File: config.mk
export PLATFORM = sky130hd
export DESIGN_NAME = exec_controller_flat
export DESIGN_NICKNAME = d
export VERILOG_FILES = /design/src/rtl/exec_controller_if.sv /design/src/rtl/exec_controller.sv /design/src/flat_wrapper.sv
export SDC_FILE = /design/constraint.sdc
export NUM_CORES = 1
export LEC_CHECK = 0
export ABC_AREA = 1
export BUFFER_PORTS_ARGS = -buffer_cell sky130_fd_sc_hd__buf_2
export CAP_MARGIN = 40
export CORE_ASPECT_RATIO = 1.4
export CORE_UTILIZATION = 47
export CTS_CLUSTER_DIAMETER = 100
export DETAILED_ROUTE_END_ITERATION = 12
export PLACE_DENSITY = 0.75
export RECOVER_POWER = 50
export SYNTH_ARGS = -nofsm -noshare
export SYNTH_HDL_FRONTEND = slang
export SYNTH_SLANG_ARGS = --single-unit
File: constraint.sdc
create_clock -name clk -period 1.5 [get_ports clk]
set_input_delay 0.15 -clock clk [delete_from_list [all_inputs] [get_ports clk]]
set_output_delay 0.15 -clock clk [all_outputs]
set_load 0.02 [all_outputs]
File: src/rtl/exec_controller_if.sv
// exec_controller_if
//   Memory handshake bundle between the execution controller and memory.
//   mem_req  : request, held from state entry until the ack cycle
//   mem_we   : write request (store only), stable while mem_req is high
//   addr_sel : 0 = PC, 1 = ALU result, stable while mem_req is high
//   mem_ack  : single-cycle completion pulse from memory
//   master = controller side, slave = memory side.
interface exec_controller_if;
   logic mem_req;
   logic mem_we;
   logic addr_sel;
   logic mem_ack;

   modport master (
      output mem_req,
      output mem_we,
      output addr_sel,
      input  mem_ack
   );

   modport slave (
      input  mem_req,
      input  mem_we,
      input  addr_sel,
      output mem_ack
   );
endinterface

File: src/rtl/exec_controller.sv
// exec_controller
//   Multi-cycle control FSM: FETCH / DECODE / EXECUTE / MEM / WRITEBACK.
//   Inputs : clk, reset_n (async, active low), start, id (decoded instruction
//            ID, legal 1..26), rs (rs[1:0] = syscall function), br_taken,
//            mem (handshake interface, master side).
//   Outputs: ir_load, alu_op, pc_en, pc_sel, reg_we, wb_sel, display_en,
//            halted, fault, cycle_cnt, instr_cnt.
//   All control outputs decode combinationally from the state register and
//   the current id / rs / br_taken / mem_ack; only the state, the memory wait
//   counter and the two statistics counters are registered.
module exec_controller #(
   parameter int unsigned MEM_TIMEOUT = 16,
   parameter int unsigned CNT_W       = 32
) (
   input  logic                    clk,
   input  logic                    reset_n,
   input  logic                    start,
   input  logic [31:0]             id,
   input  logic [31:0]             rs,
   input  logic                    br_taken,
   exec_controller_if.master       mem,
   output logic                    ir_load,
   output logic [4:0]              alu_op,
   output logic                    pc_en,
   output logic [1:0]              pc_sel,
   output logic                    reg_we,
   output logic [1:0]              wb_sel,
   output logic                    display_en,
   output logic                    halted,
   output logic                    fault,
   output logic [CNT_W-1:0]        cycle_cnt,
   output logic [CNT_W-1:0]        instr_cnt
);

   localparam int unsigned WAIT_W = $clog2(MEM_TIMEOUT + 1);
   localparam logic [WAIT_W-1:0] WAIT_LAST = WAIT_W'(MEM_TIMEOUT - 1);

   typedef enum logic [2:0] {
      IDLE, FETCH, DECODE, EXECUTE, MEM, WRITEBACK, HALT, FAULT
   } state_t;

   state_t            r_state;
   state_t            w_next;
   logic [WAIT_W-1:0] r_wait;
   logic              w_retire;
   logic              w_timeout;
   logic              w_busy;
   logic              w_id_legal;
   logic              w_unused_rs;

   assign w_unused_rs = ^rs[31:2];
   assign w_id_legal  = (id != 32'd0) && (id <= 32'd26);
   assign w_busy      = (r_state == FETCH) || (r_state == DECODE) || (r_state == EXECUTE) ||
                        (r_state == MEM) || (r_state == WRITEBACK);
   // Wait count reaching its last slot with no ack in this cycle means
   // MEM_TIMEOUT request cycles have passed without an acknowledge.
   assign w_timeout   = (r_wait == WAIT_LAST) && !mem.mem_ack;

   // State register
   always_ff @(posedge clk or negedge reset_n) begin
      if (!reset_n) begin
         r_state <= IDLE;
      end else begin
         r_state <= w_next;
      end
   end

   // Next-state logic
   always_comb begin
      w_next = r_state;
      case (r_state)
         IDLE:      if (start) w_next = FETCH;
         FETCH: begin
            if (mem.mem_ack)    w_next = DECODE;
            else if (w_timeout) w_next = FAULT;
         end
         DECODE:    w_next = w_id_legal ? EXECUTE : FAULT;
         EXECUTE: begin
            if (id inside {[32'd1:32'd12], 32'd24, 32'd25}) w_next = WRITEBACK;
            else if (id inside {32'd13, 32'd14})            w_next = MEM;
            else if (id inside {[32'd15:32'd23]})           w_next = FETCH;
            else if (id == 32'd26)                          w_next = (rs[1:0] == 2'd2) ? HALT : FETCH;
            else                                            w_next = FAULT;
         end
         MEM: begin
            if (mem.mem_ack)    w_next = (id == 32'd13) ? WRITEBACK : FETCH;
            else if (w_timeout) w_next = FAULT;
         end
         WRITEBACK: w_next = FETCH;
         HALT:      w_next = HALT;
         FAULT:     w_next = FAULT;
         default:   w_next = IDLE;
      endcase
   end

   // Output decode
   always_comb begin
      mem.mem_req  = 1'b0;
      mem.mem_we   = 1'b0;
      mem.addr_sel = 1'b0;
      ir_load      = 1'b0;
      alu_op       = '0;
      pc_en        = 1'b0;
      pc_sel       = 2'd0;
      reg_we       = 1'b0;
      wb_sel       = 2'd0;
      display_en   = 1'b0;
      halted       = 1'b0;
      fault        = 1'b0;
      w_retire     = 1'b0;
      case (r_state)
         FETCH: begin
            mem.mem_req = 1'b1;
            ir_load     = mem.mem_ack;
         end
         EXECUTE: begin
            alu_op = id[4:0];
            if (id inside {[32'd15:32'd20]}) begin
               pc_en    = 1'b1;
               pc_sel   = br_taken ? 2'd1 : 2'd0;
               w_retire = 1'b1;
            end else if (id == 32'd21) begin
               pc_en    = 1'b1;
               pc_sel   = 2'd2;
               w_retire = 1'b1;
            end else if (id == 32'd22) begin
               pc_en    = 1'b1;
               pc_sel   = 2'd3;
               w_retire = 1'b1;
            end else if (id == 32'd23) begin
               pc_en    = 1'b1;
               pc_sel   = 2'd2;
               reg_we   = 1'b1;
               wb_sel   = 2'd2;
               w_retire = 1'b1;
            end else if (id == 32'd26) begin
               // Syscall halt retires without touching the PC.
               w_retire   = 1'b1;
               pc_en      = (rs[1:0] != 2'd2);
               display_en = (rs[1:0] == 2'd1);
            end
         end
         MEM: begin
            mem.mem_req  = 1'b1;
            mem.addr_sel = 1'b1;
            mem.mem_we   = (id == 32'd14);
            if (mem.mem_ack && (id == 32'd14)) begin
               pc_en    = 1'b1;
               w_retire = 1'b1;
            end
         end
         WRITEBACK: begin
            reg_we   = 1'b1;
            wb_sel   = (id == 32'd13) ? 2'd1 : 2'd0;
            pc_en    = 1'b1;
            w_retire = 1'b1;
         end
         HALT:  halted = 1'b1;
         FAULT: begin
            halted = 1'b1;
            fault  = 1'b1;
         end
         default: ;
      endcase
   end

   // Memory wait counter: restarts outside the request states and on ack, so
   // every FETCH/MEM entry begins at zero.
   always_ff @(posedge clk or negedge reset_n) begin
      if (!reset_n) begin
         r_wait <= '0;
      end else if (((r_state == FETCH) || (r_state == MEM)) && !mem.mem_ack) begin
         r_wait <= r_wait + WAIT_W'(1);
      end else begin
         r_wait <= '0;
      end
   end

   // Statistics counters, wrapping naturally
   always_ff @(posedge clk or negedge reset_n) begin
      if (!reset_n) begin
         cycle_cnt <= '0;
         instr_cnt <= '0;
      end else begin
         if (w_busy)   cycle_cnt <= cycle_cnt + CNT_W'(1);
         if (w_retire) instr_cnt <= instr_cnt + CNT_W'(1);
      end
   end

endmodule
File: src/flat_wrapper.sv
// flat-port wrapper written by rule: the top's interface ports become plain ports
module exec_controller_flat 
#(
   parameter int unsigned MEM_TIMEOUT = 16,
   parameter int unsigned CNT_W       = 32
)
  (clk, reset_n, start, id, rs, br_taken, ir_load, alu_op, pc_en, pc_sel, reg_we, wb_sel, display_en, halted, fault, cycle_cnt, instr_cnt, mem_mem_req, mem_mem_we, mem_addr_sel, mem_mem_ack);
  exec_controller_if mem_i ();
  input  logic clk;
  input  logic reset_n;
  input  logic start;
  input  logic [31:0] id;
  input  logic [31:0] rs;
  input  logic br_taken;
  output logic ir_load;
  output logic [4:0] alu_op;
  output logic pc_en;
  output logic [1:0] pc_sel;
  output logic reg_we;
  output logic [1:0] wb_sel;
  output logic display_en;
  output logic halted;
  output logic fault;
  output logic [CNT_W-1:0] cycle_cnt;
  output logic [CNT_W-1:0] instr_cnt;
  output wire logic [$bits(mem_i.mem_req)-1:0] mem_mem_req;
  output wire logic [$bits(mem_i.mem_we)-1:0] mem_mem_we;
  output wire logic [$bits(mem_i.addr_sel)-1:0] mem_addr_sel;
  input wire logic [$bits(mem_i.mem_ack)-1:0] mem_mem_ack;
  assign mem_mem_req = mem_i.mem_req;
  assign mem_mem_we = mem_i.mem_we;
  assign mem_addr_sel = mem_i.addr_sel;
  assign mem_i.mem_ack = mem_mem_ack;
  exec_controller #(.MEM_TIMEOUT(MEM_TIMEOUT), .CNT_W(CNT_W)) u_core (.clk(clk), .reset_n(reset_n), .start(start), .id(id), .rs(rs), .br_taken(br_taken), .mem(mem_i), .ir_load(ir_load), .alu_op(alu_op), .pc_en(pc_en), .pc_sel(pc_sel), .reg_we(reg_we), .wb_sel(wb_sel), .display_en(display_en), .halted(halted), .fault(fault), .cycle_cnt(cycle_cnt), .instr_cnt(instr_cnt));
endmodule
# Word level (Yosys, flattened, before mapping)
# Cells that the tools add are included.
[word_totals]
in_bits = 69
register_bits = 72
[classes]
eq_ne = 20
addsub = 3
reduce_logical = 19
n_mux = 55
order_cmp = 6
[op_table]
columns = ["cell", "n"]
rows = [
  ["32-bit by 5-bit == test with 1-bit output, second input constant", 6],
  ["32-bit by 5-bit <= comparator with 1-bit output, second input constant", 3],
  ["32-bit by 1-bit adder with 32-bit output, second input constant", 2],
  ["32-bit by 4-bit == test with 1-bit output, second input constant", 2],
  ["3-bit 2-to-1 mux", 11],
  ["32-bit by 1-bit >= comparator with 1-bit output, second input constant", 1],
  ["32-bit by 4-bit >= comparator with 1-bit output, second input constant", 1],
  ["32-bit by 4-bit <= comparator with 1-bit output, second input constant", 1],
  ["32-bit nonzero test", 1],
  ["1-bit 2-to-1 mux", 29],
  ["3-bit case mux with 8 select lines", 1],
  ["2-bit 2-to-1 mux", 8],
  ["3-bit == test, second input constant", 4],
  ["5-bit 2-to-1 mux", 2],
  ["1-bit logical AND", 7],
  ["3-bit by 2-bit == test with 1-bit output, second input constant", 2],
  ["1-bit case mux with 3 select lines", 2],
  ["5-bit by 1-bit adder with 5-bit output, second input constant", 1],
  ["5-bit by 4-bit == test with 1-bit output, second input constant", 1],
  ["1-bit logical OR", 5],
  ["2-bit != test, second input constant", 2],
  ["2-bit case mux with 2 select lines", 1],
  ["2-bit OR reduction", 2],
  ["3-bit by 1-bit == test with 1-bit output, second input constant", 1],
  ["7 further kinds", 7],
]

# Longest topological paths before layout
[logic_depth]
ltp_word = 7
depth_mapped = 14
ltp_nobuf = 13

# Worst setup path before layout
# Ideal clock, no wire load.
[synth_timing]
path_type = "register -> output"
from = "register u_core.r_state[2]"
to = "output port display_en"
slack_ns = -0.419
t_arrival_ns = 1.769
path_stages_with_launch = 6
n_path_buf = 0
cell_sequence = "dfrtp_1 > inv_2 > nand2_1 > nor2_1 > inv_1 > nor4_1"
[synth_via]
elab_chain_len = 2
[synth_rtl]
columns = ["element", "line", "source"]
rows = [
  ["start: declaration", "exec_controller.sv:42", "state_t r_state;"],
  ["start signal: assignment", "exec_controller.sv:64", "r_state <= w_next;"],
  ["3-bit by 2-bit == test with 1-bit output", "exec_controller.sv:111", "case (r_state)"],
  ["1-bit 2-to-1 mux", "exec_controller.sv:111", ""],
  ["end: declaration", "flat_wrapper.sv:21", "output logic display_en;"],
]
# Every way passes these cells.

# Final worst setup path
[layout_timing]
from = "register u_core.r_state[2]"
to = "register u_core.instr_cnt[31]"
[layout_via]
elab_chain_len = 2
elab_cells_between_ends = 4
[layout_rtl]
columns = ["element", "line", "source"]
rows = [
  ["3-bit == test / 3-bit by 2-bit == test with 1-bit output (equally long branches)", "exec_controller.sv:111", ""],
  ["1-bit case mux with 3 select lines (*)", "exec_controller.sv:111", ""],
  ["end signal: assignment", "exec_controller.sv:186", "if (w_retire) instr_cnt <= instr_cnt + CNT_W'(1);"],
  ["end: declaration", "exec_controller.sv:32", "output logic [CNT_W-1:0] instr_cnt"],
]
# Mark *: on every way between the ends. The rest lies on a longest branch, timed or not.
# A chain may end at the register's enable or synchronous reset.

==> impl_metrics.json <==
{
  "die_x_um": 88.2,
  "gp_congestion": 1.00,
  "insertion_delay_ns": 0.34,
  "power.density_nw_per_um2": 1160,
  "final_area_um2": 8330,
  "mostFrequentLayoutCells": "buf_4 (141), nand2_1 (136), buf_2 (102), nor2_1 (59), inv_1 (54)",
  "synth_cells": 684,
  "fillCellCount": 578,
  "multiInputGateArea_um2": 3530,
  "cts_buffers": 9,
  "failed_checks": "negative setup slack",
  "layout.area.seq_um2": 1830,
  "cts.reportedPaths.clkPinSlew_ns": 0.06,
  "vias": 6072,
  "antenna_cells": 0,
  "drt_iter0_markers": 250,
  "layout_setup_ws_ns": -0.298,
  "yosys_warnings": 0,
  "rows": 43,
  "hp-class": "in -> reg",
  "firstDrtPassIters": 5,
  "start_kind": "register",
  "die_y_um": 123,
  "finClkSkew_ns": 0.00989,
  "end_kind": "register",
  "grt_pass1_wl_mm": 28.4,
  "drive_above_1_share_pct": 52.8,
  "postPlaceCellArea_um2": 6850,
  "grt_pass1_vias": 6031,
  "h-tree-depth": 3,
  "via_per_inst": 5.46,
  "arrival_ns": 2.02,
  "dieArea_um2": 10800,
  "max-vdd-ir-drop_v": 0.00121,
  "root_buffer": "clkbuf_16",
  "fmax_mhz": 556,
  "cap_viol_max_count": 0,
  "grtUsageTotal_pct": 34.2,
  "cts.sinks": 72,
  "mappedNetlistArea_um2": 4880,
  "outcome": "finished, violations left",
  "synth_cell_types": 33,
  "holdPathStages": 3,
  "wl_per_cell_um": 16.5,
  "p_total_uw": 9690,
  "finalWirelength_mm": 18.3,
  "synth_area_leaders": "dfrtp_1 (37%), nand2_1 (14%), xor2_1 (7.4%)",
  "area_delta_synth_final_pct": 70.5,
  "antenna_found_initial": 0,
  "grt_max_degree": 53,
  "fin_crit_sh_pct": 120,
  "postRouteAntennaNets": 0,
  "reg2reg_depth": 14,
  "yosysTopAreaCellShare_pct": 36.9,
  "rsz0062_at_grt": "yes",
  "tightestPinTransition_ns": 0.736,
  "yosysTopAreaCell": "dfrtp_1",
  "setup_violations": 77,
  "globalRouteOverflowTotal": 0,
  "relSlewSlack_pct": 50.9,
  "critical_path_class": "reg -> reg",
  "required_ns": 1.72,
  "place_hpwl_mm": 11.7,
  "synth_nets": 757,
  "cp_max_fo": 8,
  "period_minus_slack_ns": 1.80,
  "core_area_um2": 10000,
  "port_buffers": 120,
  "leakagePower_uw": 0.00424,
  "clk_path_buf_depth": 2,
  "fin_nets": 1045,
  "ys_ff_latch": 72,
  "drv_slew": 0,
  "report.final.hold_viol_count": 0,
  "start_util_pct": 48.8,
  "final_common_cell": "buf_4",
  "drc_errors": 0,
  "syn_avg_cell_area_um2": 7.14,
  "ioPinCount": 151,
  "cts_tree": "yes",
  "yosysSeqAreaShare_pct": 36.9
}
flip-flops by register name, summed over array words and instances (netlist names):
register          count
u_core.cycle_cnt     32
u_core.instr_cnt     32
u_core.r_wait         5
u_core.r_state        3
cell type report:
cell class                      instances  area share (%)
Sequential cell                        72            22.0
Tap cell                              135            2.03
Clock inverter                          5           0.691
Clock buffer                           11            2.91
Inverter                               69            3.20
Timing Repair Buffer                  288            26.8
Multi-Input combinational cell        532            42.4
power by group:
group	leakage, µW	switching, µW	internal [µW]
Sequential	0.000951	246	2180
Combinational	0.00314	2680	2400
Clock	0.000149	849	1330
logic make-up (layout without fill, tap and decap cells):
logic type | count (synthesis) | count (layout) | synth area share (%)
adders and majority gates | 4 | 4 | 1.02
AOI/OAI and AO/OA | 25 | 25 | 3.02
muxes | 3 | 3 | 0.692
and+or+nand+nor | 439 | 439 | 40.7
xor gates and xnor gates | 61 | 61 | 10.9
DFF | 72 | 72 | 36.9
buffers and inverters | 80 | 373 | 6.79
path summary, 6_finish.rpt:
| check | startpoint | to | slack, ns |
|---|---|---|---|
| worst max-delay path | u_core.r_state[2] | u_core.instr_cnt[31] | -0.30 |
| worst min-delay path | start | u_core.r_state[0] | 0.07 |
| worst min register to register | u_core.cycle_cnt[31] | u_core.cycle_cnt[31] | 0.47 |
| min in group asynchronous | reset_n | u_core.instr_cnt[6] | 0.46 |
| max in group asynchronous | reset_n | u_core.cycle_cnt[0] | 0.39 |
| worst max register to register | u_core.r_state[2] | u_core.instr_cnt[31] | -0.30 |
cells in the mapped netlist, drive strengths merged:
cell and instances:
a211oi 1, a21oi 6, a31oi 1, buf 10, clkbuf 1, dfrtp 72
ha 4, inv 69, mux2 3, nand2 196, nand3 74, nand3b 2
nand4 20, nor2 107, nor3 30, nor3b 2, nor4 8, o211ai 4
o21a 2, o21ai 9, o21bai 1, o22ai 1, xnor2 20, xor2 41
critical path: stages (launching register included):
cell     delay (ns)
dfrtp_1        0.36
inv_2          0.07
nor2_4         0.14
inv_4          0.06
nor2_4         0.12
inv_2          0.06
nor2_4         0.09
nand2_2        0.05
nand2_2        0.08
inv_4          0.05
buf_12         0.13
buf_8          0.14
buf_12         0.15
nand3_4        0.11
nand2_2        0.07
metal layers:
| metal | vias up | GRT usage (%) | routed length [µm] |
|---|---|---|---|
| li1 | 2793 | - | - |
| met1 | 2904 | 35.7 | 6420 |
| met2 | 275 | 62.1 | 9680 |
| met3 | 100 | 6.66 | 1030 |
| met4 | 0 | 20.4 | 1220 |
| met5 | - | 0 | 0 |
through the flow:
step                instances  utilization (%)  hold WS [ns]  setup WS, ns  TNS [ns]
floorplan                 684                -        -0.146        -0.149     -4.59
global placement         1065             68.4         0.172        -0.212     -5.62
CTS                      1107             79.6        0.0673        -0.260    -12.05
finish                   1112             83.2        0.0674        -0.298    -12.68
detailed placement       1065             68.4         0.182        -0.206     -7.94
global route             1112             83.2         0.103        -0.332    -17.29
timing repair:
item | CTS | global route
pin swaps | 24 | 44
gates resized for setup | 133 | 103
setup buffers | 19 | 8
hold buffers | 1 | 0
endpoints found under the hold margin | 72 | 0
gates cloned | 6 | 0
endpoints found under the setup margin | 63 | 87
Power figures use the tool's default switching activity.
